==> src/rtl/seg_marquee.sv <==
// seg_marquee: scrolling-text driver for a bank of seven-segment digits.
//
// A small message buffer holds raw active-low gfedcba patterns (7'h7F = off).
// On every prescaled tick the frame index pos moves one step. Each frame places
// the message at a different offset in the display window, and the frame with
// pos=0 is always blank. dir selects which end of the window the text enters from.
//
// Optional build macro:
//   SEG_MARQUEE_HOLD_EN - adds a dwell stage. Once the window has filled
//                         (pos reaches NUM_DIGITS), the scroll holds for
//                         HOLD_TICKS extra ticks. Without the macro, HOLD_TICKS
//                         is ignored.
//
// Hold controller (only with SEG_MARQUEE_HOLD_EN):
//   state   | meaning
//   ST_RUN  | every tick advances pos
//   ST_HOLD | ticks count dwell, pos frozen until HOLD_TICKS reached

module seg_marquee #(
  parameter int NUM_DIGITS = 4,
  parameter int MSG_LEN    = 4,
  parameter int TICK_DIV   = 50_000_000,
  parameter int HOLD_TICKS = 0
) (
  input  logic                                                  ck,
  input  logic                                                  rs,
  input  logic                                                  en,
  input  logic                                                  dir,
  input  logic                                                  wr_en,
  input  logic [((MSG_LEN > 1) ? $clog2(MSG_LEN) : 1)-1:0]      wr_addr,
  input  logic [6:0]                                            wr_data,
  output logic [7*NUM_DIGITS-1:0]                               seg,
  output logic [((MSG_LEN + NUM_DIGITS > 1) ?
                 $clog2(MSG_LEN + NUM_DIGITS) : 1)-1:0]         pos,
  output logic                                                  wrap
);

  localparam int AW = (MSG_LEN > 1) ? $clog2(MSG_LEN) : 1;
  localparam int PW = (MSG_LEN + NUM_DIGITS > 1) ? $clog2(MSG_LEN + NUM_DIGITS) : 1;
  localparam int CW = (TICK_DIV > 1) ? $clog2(TICK_DIV) : 1;
  localparam int P  = MSG_LEN + NUM_DIGITS;

  logic [6:0]              buf_q [MSG_LEN];
  logic [CW-1:0]           cnt_q;
  logic [PW-1:0]           pos_q;
  logic                    wrap_q;
  logic [7*NUM_DIGITS-1:0] seg_q;
  logic [7*NUM_DIGITS-1:0] seg_next;
  logic                    tick;
  logic                    step;

  // a tick is the last cycle of each prescaler period, and only while running
  assign tick = en && (cnt_q == CW'(TICK_DIV - 1));

  // prescaler: counts 0..TICK_DIV-1 while enabled, frozen while paused
  always_ff @(posedge ck) begin
    if (rs) begin
      cnt_q <= '0;
    end else if (en) begin
      cnt_q <= tick ? '0 : cnt_q + CW'(1);
    end
  end

`ifdef SEG_MARQUEE_HOLD_EN
  localparam int HW = (HOLD_TICKS > 0) ? $clog2(HOLD_TICKS + 1) : 1;

  typedef enum logic {
    ST_RUN  = 1'b0,
    ST_HOLD = 1'b1
  } hold_state_t;

  hold_state_t   state_q, state_d;
  logic [HW-1:0] hold_cnt_q, hold_cnt_d;

  // hold controller state register
  always_ff @(posedge ck) begin
    if (rs) begin
      state_q    <= ST_RUN;
      hold_cnt_q <= '0;
    end else begin
      state_q    <= state_d;
      hold_cnt_q <= hold_cnt_d;
    end
  end

  // hold controller: decides whether a tick steps pos or counts dwell
  always_comb begin
    state_d    = state_q;
    hold_cnt_d = hold_cnt_q;
    step       = 1'b0;
    unique case (state_q)
      ST_RUN: begin
        if (tick) begin
          step = 1'b1;
          // the step into pos=NUM_DIGITS is the one that fills the window
          if ((HOLD_TICKS > 0) && (pos_q == PW'(NUM_DIGITS - 1))) begin
            state_d    = ST_HOLD;
            hold_cnt_d = '0;
          end
        end
      end
      ST_HOLD: begin
        if (tick) begin
          hold_cnt_d = hold_cnt_q + HW'(1);
          if ((hold_cnt_q + HW'(1)) == HW'(HOLD_TICKS)) begin
            state_d = ST_RUN;
          end
        end
      end
      default: state_d = ST_RUN;
    endcase
  end
`else
  assign step = tick;
`endif

  // frame index and the registered wrap pulse
  always_ff @(posedge ck) begin
    if (rs) begin
      pos_q  <= '0;
      wrap_q <= 1'b0;
    end else begin
      wrap_q <= step && (pos_q == PW'(P - 1));
      if (step) begin
        pos_q <= (pos_q == PW'(P - 1)) ? '0 : pos_q + PW'(1);
      end
    end
  end

  // message buffer; out-of-range addresses match no entry and are dropped
  always_ff @(posedge ck) begin
    if (rs) begin
      for (int m = 0; m < MSG_LEN; m++) begin
        buf_q[m] <= 7'h7F;
      end
    end else if (wr_en) begin
      for (int m = 0; m < MSG_LEN; m++) begin
        if (int'(wr_addr) == m) begin
          buf_q[m] <= wr_data;
        end
      end
    end
  end

  // frame mapping: digit d shows the character whose index lands on it this
  // frame; anything outside the message is blank
  always_comb begin
    seg_next = '1;
    for (int d = 0; d < NUM_DIGITS; d++) begin
      for (int m = 0; m < MSG_LEN; m++) begin
        if (dir ? ((int'(pos_q) - 1 - d) == m)
                : ((int'(pos_q) - NUM_DIGITS + d) == m)) begin
          seg_next[7*d +: 7] = buf_q[m];
        end
      end
    end
  end

  // output register: seg reflects the frame of the previous cycle
  always_ff @(posedge ck) begin
    if (rs) begin
      seg_q <= '1;
    end else begin
      seg_q <= seg_next;
    end
  end

  assign seg  = seg_q;
  assign pos  = pos_q;
  assign wrap = wrap_q;

endmodule

==> config.mk <==
export PLATFORM = sky130hd
export DESIGN_NAME = seg_marquee
export DESIGN_NICKNAME = d
export VERILOG_FILES = /design/src/rtl/seg_marquee.sv
export SDC_FILE = /design/constraint.sdc
export NUM_CORES = 1
export LEC_CHECK = 0
export ABC_AREA = 1
export ABC_CLOCK_PERIOD_IN_PS = 4660
export CAP_MARGIN = 5
export CORE_ASPECT_RATIO = 1.75
export CORE_MARGIN = 3
export CORE_UTILIZATION = 59
export DETAILED_ROUTE_END_ITERATION = 10
export PLACE_DENSITY = 0.81
export SLEW_MARGIN = 0
export SYNTH_ARGS = -nofsm -noshare
export SYNTH_HDL_FRONTEND = slang
export SYNTH_SLANG_ARGS = --single-unit
==> constraint.sdc <==
create_clock -name ck -period 4.66 [get_ports ck]
set_clock_uncertainty 0.15 [all_clocks]
set_input_delay 0.466 -clock ck [delete_from_list [all_inputs] [get_ports ck]]
set_output_delay 0.466 -clock ck [all_outputs]
set_load 0.01 [all_outputs]
==> summary.md, run 1 <==
| Metric | Value |
|---|---|
| Hold path depth | `2` |
| Placed Instances | `944` |
| Worst-Skew Late Latency | `0.35 ns` |
| Average routed wire per standard cell | `15.47 µm` |
| GR Util All Layers | `29.16%` |
| Die Height | `133.9 µm` |
| HP Class | `register to register` |
| Design Power | `1.671 mW` |
| Final WL | `14.85 mm` |
| Non-filler cells, final | `960` |
| Unrepaired setup endpoints after global routing | `no` |
| Final Hold Vio Count | `0` |
| Crit path max fanout | `14` |
| Cells after Synth | `792` |
| Setup crit end kind | `register` |
| Netlist cell types | `45` |
| Antenna cells | `0` |
| Slew @ Worst Pin | `1.078 ns` |
| Synth Register Bits | `86` |
| Initial antenna violation count | `0` |
| Remaining routing DRC violations | `0` |
| Via density | `5.585` |
| Pwr/cell area | `262.8 mW/mm²` |
| Setup slack, reg-to-reg | `0.79 ns` |
| Crit Reg-Reg Startpoint | `pos[1]` |
| H-tree levels | `3` |
| Layout cells sized above 1 | `6.548%` |
| Site row count | `46` |
| Syn avg cell area | `6.968 µm²` |
| Core ar. | `0.009094 mm²` |
| Antenna viol nets, final | `0` |
| Die area | `0.01060 mm²` |
| # hold bufs at CTS | `0` |
| Worst-case reg-to-reg path depth | `17` |
| Most common cell on crit path | `nand2_1` |
| Status | `finished, final reports clean` |
| Via count | `5362` |
| CTS tree | `done` |
| Syn. warnings | `0` |
| Final Wtd Congestion | `0.9431` |
| CP arrival | `4.02 ns` |
| Number of max-cap violations | `0` |
| Count of final setup violators | `0` |
| Synth async-reset ratio | `0%` |
| Final worst-path cycle share | `83.06%` |
| Grt ovf | `0` |
| Starting DRT DRC Count | `462` |
| Hold path endpoint | `cnt_q[8]` |
| Count of nets after finishing | `882` |
| Total CTS buffers | `9` |
| FMAX | `258.3 MHz` |
| Vias in the first global route | `5358` |
| Relative slew slack | `27.50%` |
| CP Cell Sequence | `inv_1, ha_1, ha_1, nand2_1, inv_1, nand2_1, ha_1, nand2_1, nand2_1, inv_1, nand3_1, nor2_2, and2_1, nand3_2, nor2_1, nor2_1, nand2_1` |
| Clock tree buffer depth | `2` |
| Tmin final | `3.871 ns` |
| Post-CTS setup buffers | `0` |
| Static Leak | `2.838 nW` |
| Sequential area share after synthesis | `36.27%` |
| Crit path largest cell delay | `0.47 ns` |
| Req. time, crit path | `4.81 ns` |
| Total Neg Setup Slack | `0 ns` |
| Post-synth top area share | `21.04%` |
| Mapped Nets | `839` |
| Synth Flop Type | `dfxtp_1` |
| Worst min-delay path startpoint | `cnt_q[8]` |
| Detailed-router iteration count before antenna repair | `5` |
| Commonest non-fill, non-tap cell in the layout | `nand2_1` |
| Clock slew at reported path FFs | `0.07 ns` |
| DIE WIDTH | `79.11 µm` |
| Resize count post-CTS | `0` |
| Mapped Area | `0.005519 mm²` |
| First-pass GRT wire length | `24.09 mm` |
| Root Driver | `clkbuf_16` |
| Io pins | `46` |
| Top cells by area, synth | `dfxtp_1 21%, nand2_1 15%, edfxtp_1 15%` |
| Clock Sinks | `86` |
| Commonest non-fill, non-tap cells in the layout | `227 x nand2_1, 110 x inv_1, 87 x nor2_1` |
| Largest area contributor in the netlist | `dfxtp_1` |
| Worst R2R End | `seg[25]` |
| Worst setup SP type | `register` |
| PortBufs | `45` |
| Crit path max-delay cell type | `ha_1` |
| Worst path bufs/invs | `3` |
| Area grow syn2layout | `15.21%` |
| Class of the most critical setup path | `register to register` |
| Initial core utilization | `60.69%` |
| Detailed-placement wirelength estimate | `11.58 mm` |
| Max rail drop VDD | `0.3088 mV` |
| Post-synth EDFFs | `28` |
| Crit path max-delay family | `simple AND/OR/NAND/NOR gates` |
| Pin count of the biggest net entering global routing | `31` |
| Final Max Tran Viols | `0` |
Yosys cell counts, types with 3 or more instances:
library cell / n
a21oi_1: 27
nor4_1: 5
inv_1: 110
inv_2: 7
o21ai_2: 3
nand3b_1: 5
edfxtp_1: 28
nor3_1: 17
nand2_2: 3
o21ai_0: 27
clkbuf_1: 5
dfxtp_1: 58
nand4_1: 15
nor2_2: 5
o21ai_1: 9
nor3b_1: 5
nand3_1: 62
nand3_2: 4
xor2_1: 4
ha_1: 33
buf_4: 6
o31ai_1: 3
o211ai_1: 7
nand2_1: 227
buf_6: 3
and2_1: 4
nor2_1: 87
state kept, by name, indices dropped and copies added (netlist names):
name	flops
cnt_q	26
seg	28
buf_q	28
pos	3
wrap	1
per-stage QoR:
step	hold WS, ns	setup WS, ns	cell area (µm²)	util, %
after floorplan	0.3107	1.254	5519	-
after global routing	0.3859	0.3602	6359	69.92
after detailed placement	0.3383	0.8243	6036	66.37
after global placement	0.3231	0.9890	6036	66.37
final	0.3481	0.7892	6359	69.92
after CTS	0.3472	0.8156	6359	69.92
power by group:
part | switching (mW) | total (mW) | internal (mW)
combinational | 0.0784 | 0.113 | 0.0342
sequential | 0.0178 | 0.815 | 0.797
clock | 0.311 | 0.744 | 0.433
total | 0.407 | 1.67 | 1.26
area by class of cell:
class / count / area, µm²
Inverter: 118 / 445.4
Timing Repair Buffer: 48 / 473.0
Sequential cell: 86 / 2002
Multi-Input combinational cell: 572 / 2965
Tap cell: 120 / 150.1
Clock buffer: 11 / 275.3
Clock inverter: 5 / 47.55
Fill cell: 799 / 2735
tightest hold or removal path: cells and delay by family (launching register included):
kind | cells | cell delay [ns]
simple gates | 1 | 0.07
compound gates | 1 | 0.06
flops | 1 | 0.32
worst max path at each step:
stage,from,end,depth (start not counted)
4_1_cts,pos[1],seg[25],18
3_3_place_gp,pos[2],seg[24],19
3_5_place_dp,pos[1],seg[25],18
2_1_floorplan,pos[0],seg[21],21
6_report,pos[1],seg[25],17
5_1_grt,pos[2],seg[25],19
per-layer routing:
metal | vias to the layer above | global-route usage (%) | wire (µm)
met5 | - | 0 | 0
met4 | 0 | 19.02 | 879
met3 | 63 | 4.435 | 660
met2 | 193 | 54.69 | 8041
met1 | 2462 | 28.64 | 5269
li1 | 2644 | - | -
cell families after synthesis:
group           after synthesis  synth area share [%]
compound gates               87                 9.476
buf+inv                     134                 9.998
fa+ha+maj                    33                 7.481
flops                        86                 36.27
simple gates                446                 35.68
xor+xnor                      6                 1.088
(Power assumes the default switching activity.)
==> inputs of run 2 (changes only) <==
ABC_CLOCK_PERIOD_IN_PS = 3900   (was 4660)
clock period = 3.9 ns   (was 4.66 ns; I/O delays follow)
==> run 2 against run 1 <==
  * Power rose by 20%
  * Die area did not move
  * Worst setup slack got worse by 0.41 ns
  * Critical path depth rose by 1
  * Global-route usage rose by 1.2 points
  * Clock-buffer cell count fell by 2
  * Largest power group unchanged
  * Cell count rose by 0.73%
  * Sequential share of layout area fell by 0.18 points
  * Largest cell class unchanged
==> summary.md, run 2 (synthesis results as in run 1) <==
| Metric | Value |
|---|---|
| Crit path largest cell delay | `0.46 ns (was 0.47 ns)` |
| Antenna viol nets, final | `0 (unchanged)` |
| GR Util All Layers | `30.34% (was 29.16%)` |
| Crit path max fanout | `10 (was 14)` |
| Antenna cells | `0 (unchanged)` |
| Final Wtd Congestion | `1.003 (was 0.9431)` |
| Commonest non-fill, non-tap cells in the layout | `227 x nand2_1, 109 x inv_1, 87 x nor2_1 (was 227 x nand2_1, 110 x inv_1, 87 x nor2_1)` |
| PortBufs | `45 (unchanged)` |
| Tmin final | `3.520 ns (was 3.871 ns)` |
| H-tree levels | `3 (unchanged)` |
| Final worst-path cycle share | `90.24% (was 83.06%)` |
| Core ar. | `0.009094 mm² (unchanged)` |
| CP Cell Sequence | `inv_1, ha_1, ha_2, nand2_1, inv_1, nand2_1, ha_1, inv_1, nand2_1, nor2_1, o21ai_1, inv_2, nand4_2, inv_2, nand2_1, nand3_1, nand2_1, nand2_1 (was inv_1, ha_1, ha_1, nand2_1, inv_1, nand2_1, ha_1, nand2_1, nand2_1, inv_1, nand3_1, nor2_2, and2_1, nand3_2, nor2_1, nor2_1, nand2_1)` |
| Clock Sinks | `86 (unchanged)` |
| Max rail drop VDD | `0.3478 mV (was 0.3088 mV)` |
| Initial antenna violation count | `0 (unchanged)` |
| Clock slew at reported path FFs | `0.07 ns (about the same)` |
| Total Neg Setup Slack | `0 ns (unchanged)` |
| Via count | `5438 (was 5362)` |
| Worst setup SP type | `register (unchanged)` |
| Count of nets after finishing | `889 (was 882)` |
| Remaining routing DRC violations | `0 (unchanged)` |
| Pin count of the biggest net entering global routing | `24 (was 31)` |
| Via density | `5.624 (was 5.585)` |
| Placed cell areas | `0.006066 mm² (was 0.006036 mm²)` |
| Most common cell on crit path | `nand2_1 (unchanged)` |
| Class of the most critical setup path | `register to register (unchanged)` |
| Static Leak | `2.869 nW (was 2.838 nW)` |
| Grt ovf | `0 (unchanged)` |
| Average routed wire per standard cell | `16.02 µm (was 15.47 µm)` |
| Slew @ Worst Pin | `0.9793 ns (was 1.078 ns)` |
| Io pins | `46 (unchanged)` |
| Final Hold Vio Count | `0 (unchanged)` |
| Hold path endpoint | `cnt_q[8] (unchanged)` |
| Detailed-router iteration count before antenna repair | `6 (was 5)` |
| Die area | `0.01060 mm² (unchanged)` |
| Fill cells | `763 (was 799)` |
| Total CTS buffers | `9 (unchanged)` |
| Pwr/cell area | `313.8 mW/mm² (was 262.8 mW/mm²)` |
| Initial core utilization | `60.69% (unchanged)` |
| Root Driver | `clkbuf_16 (unchanged)` |
| Site row count | `46 (unchanged)` |
| Hold path depth | `2 (unchanged)` |
| CTS tree | `done (unchanged)` |
| HP Class | `register to register (unchanged)` |
| Design area | `0.006400 mm² (was 0.006359 mm²)` |
| Detailed-placement wirelength estimate | `12.06 mm (was 11.58 mm)` |
| DIE WIDTH | `79.11 µm (unchanged)` |
| Worst-Skew Late Latency | `0.35 ns (about the same)` |
| Status | `finished, final reports clean (unchanged)` |
| Setup crit end kind | `register (unchanged)` |
| Crit path max-delay cell type | `ha_2 (was ha_1)` |
| FMAX | `284.1 MHz (was 258.3 MHz)` |
| Starting DRT DRC Count | `460 (was 462)` |
| Worst-case reg-to-reg path depth | `18 (was 17)` |
| First-pass GRT wire length | `25.05 mm (was 24.09 mm)` |
| Worst min-delay path startpoint | `cnt_q[8] (unchanged)` |
| Final WL | `15.49 mm (was 14.85 mm)` |
| Relative slew slack | `34.15% (was 27.50%)` |
| Setup slack, reg-to-reg | `0.38 ns (was 0.79 ns)` |
| Commonest non-fill, non-tap cell in the layout | `nand2_1 (unchanged)` |
| Unrepaired setup endpoints after global routing | `no (unchanged)` |
| Crit Reg-Reg Startpoint | `pos[1] (unchanged)` |
| Number of max-cap violations | `0 (unchanged)` |
| Worst R2R End | `seg[17] (was seg[25])` |
| CP arrival | `3.62 ns (was 4.02 ns)` |
| Layout cells sized above 1 | `7.674% (was 6.548%)` |
| Area grow syn2layout | `15.96% (was 15.21%)` |
| Die Height | `133.9 µm (unchanged)` |
| Vias in the first global route | `5394 (was 5358)` |
| Req. time, crit path | `4.00 ns (was 4.81 ns)` |
| Clock tree buffer depth | `2 (unchanged)` |
| Final Max Tran Viols | `0 (unchanged)` |
| Count of final setup violators | `0 (unchanged)` |
run 2: cell types whose count changed in the layout (fill, tap and decap cells not counted), sizes merged:
cell	change
buf	+7
inv	+5
clkinv	-4
clkbuf	-2
bufinv	+1
run 2: area by class of cell:
type	count	area [µm²]	share of cell area [%]
Sequential cell	86	2003	31.30
Tap cell	120	150.1	2.346
Multi-Input combinational cell	572	2968	46.37
Clock buffer	9	225.2	3.519
Timing Repair Buffer	55	525.5	8.211
Clock inverter	7	82.58	1.290
Inverter	118	445.4	6.960
run 2: what timing repair did:
action / CTS / global route
hold buffers: 0 / 0
endpoints found under the setup margin: 0 / 21
resized for setup: 0 / 3
setup buffers: 0 / 3
run 2: metal layers:
metal	global-route usage, %	vias up	wire (µm)
met2	56.10	212	8295
met3	4.839	94	635
met1	30.38	2467	5447
li1	-	2665	-
met5	0	-	0
met4	19.79	0	1108
run 2: power breakdown:
group | total (mW) | switching, mW | internal (mW) | leakage [nW]
combinational | 0.137 | 0.0947 | 0.0421 | 1.97
sequential | 0.974 | 0.0220 | 0.952 | 0.746
clock | 0.897 | 0.386 | 0.511 | 0.155
total | 2.01 | 0.503 | 1.50 | 2.87
run 2: worst max path at each step:
stage | from | to | slack, ns | cells past startpoint
4_1_cts | pos[1] | seg[19] | 0.23 | 18
5_1_grt | pos[1] | seg[17] | 0.04 | 17
6_report | pos[1] | seg[17] | 0.38 | 18
3_3_place_gp | pos[1] | seg[19] | 0.38 | 18
3_5_place_dp | pos[1] | seg[19] | 0.24 | 18
2_1_floorplan | pos[0] | seg[21] | 0.49 | 21
run 2: worst max-delay path, delay by kind of cell (launching register included):
kind            cells  cell delay (ns)
compound gates      1             0.34
fa+ha+maj           3             1.03
buf+inv             5             0.66
flops               1             0.39
simple gates        9             0.85
run 2: through the flow:
step                      cells  total power [mW]  hold slack [ns]  worst slack (ns)  utilization [%]
after CTS                   964             2.009           0.3614            0.2258            70.09
after global routing        967             2.063           0.3799           0.04016            70.38
after detailed placement    948             1.126           0.3526            0.2399            66.70
final                       967             2.008           0.3627            0.3805            70.38
after floorplan             792             1.068           0.3107            0.4940                -
after global placement      948             1.123           0.3244            0.3831            66.70
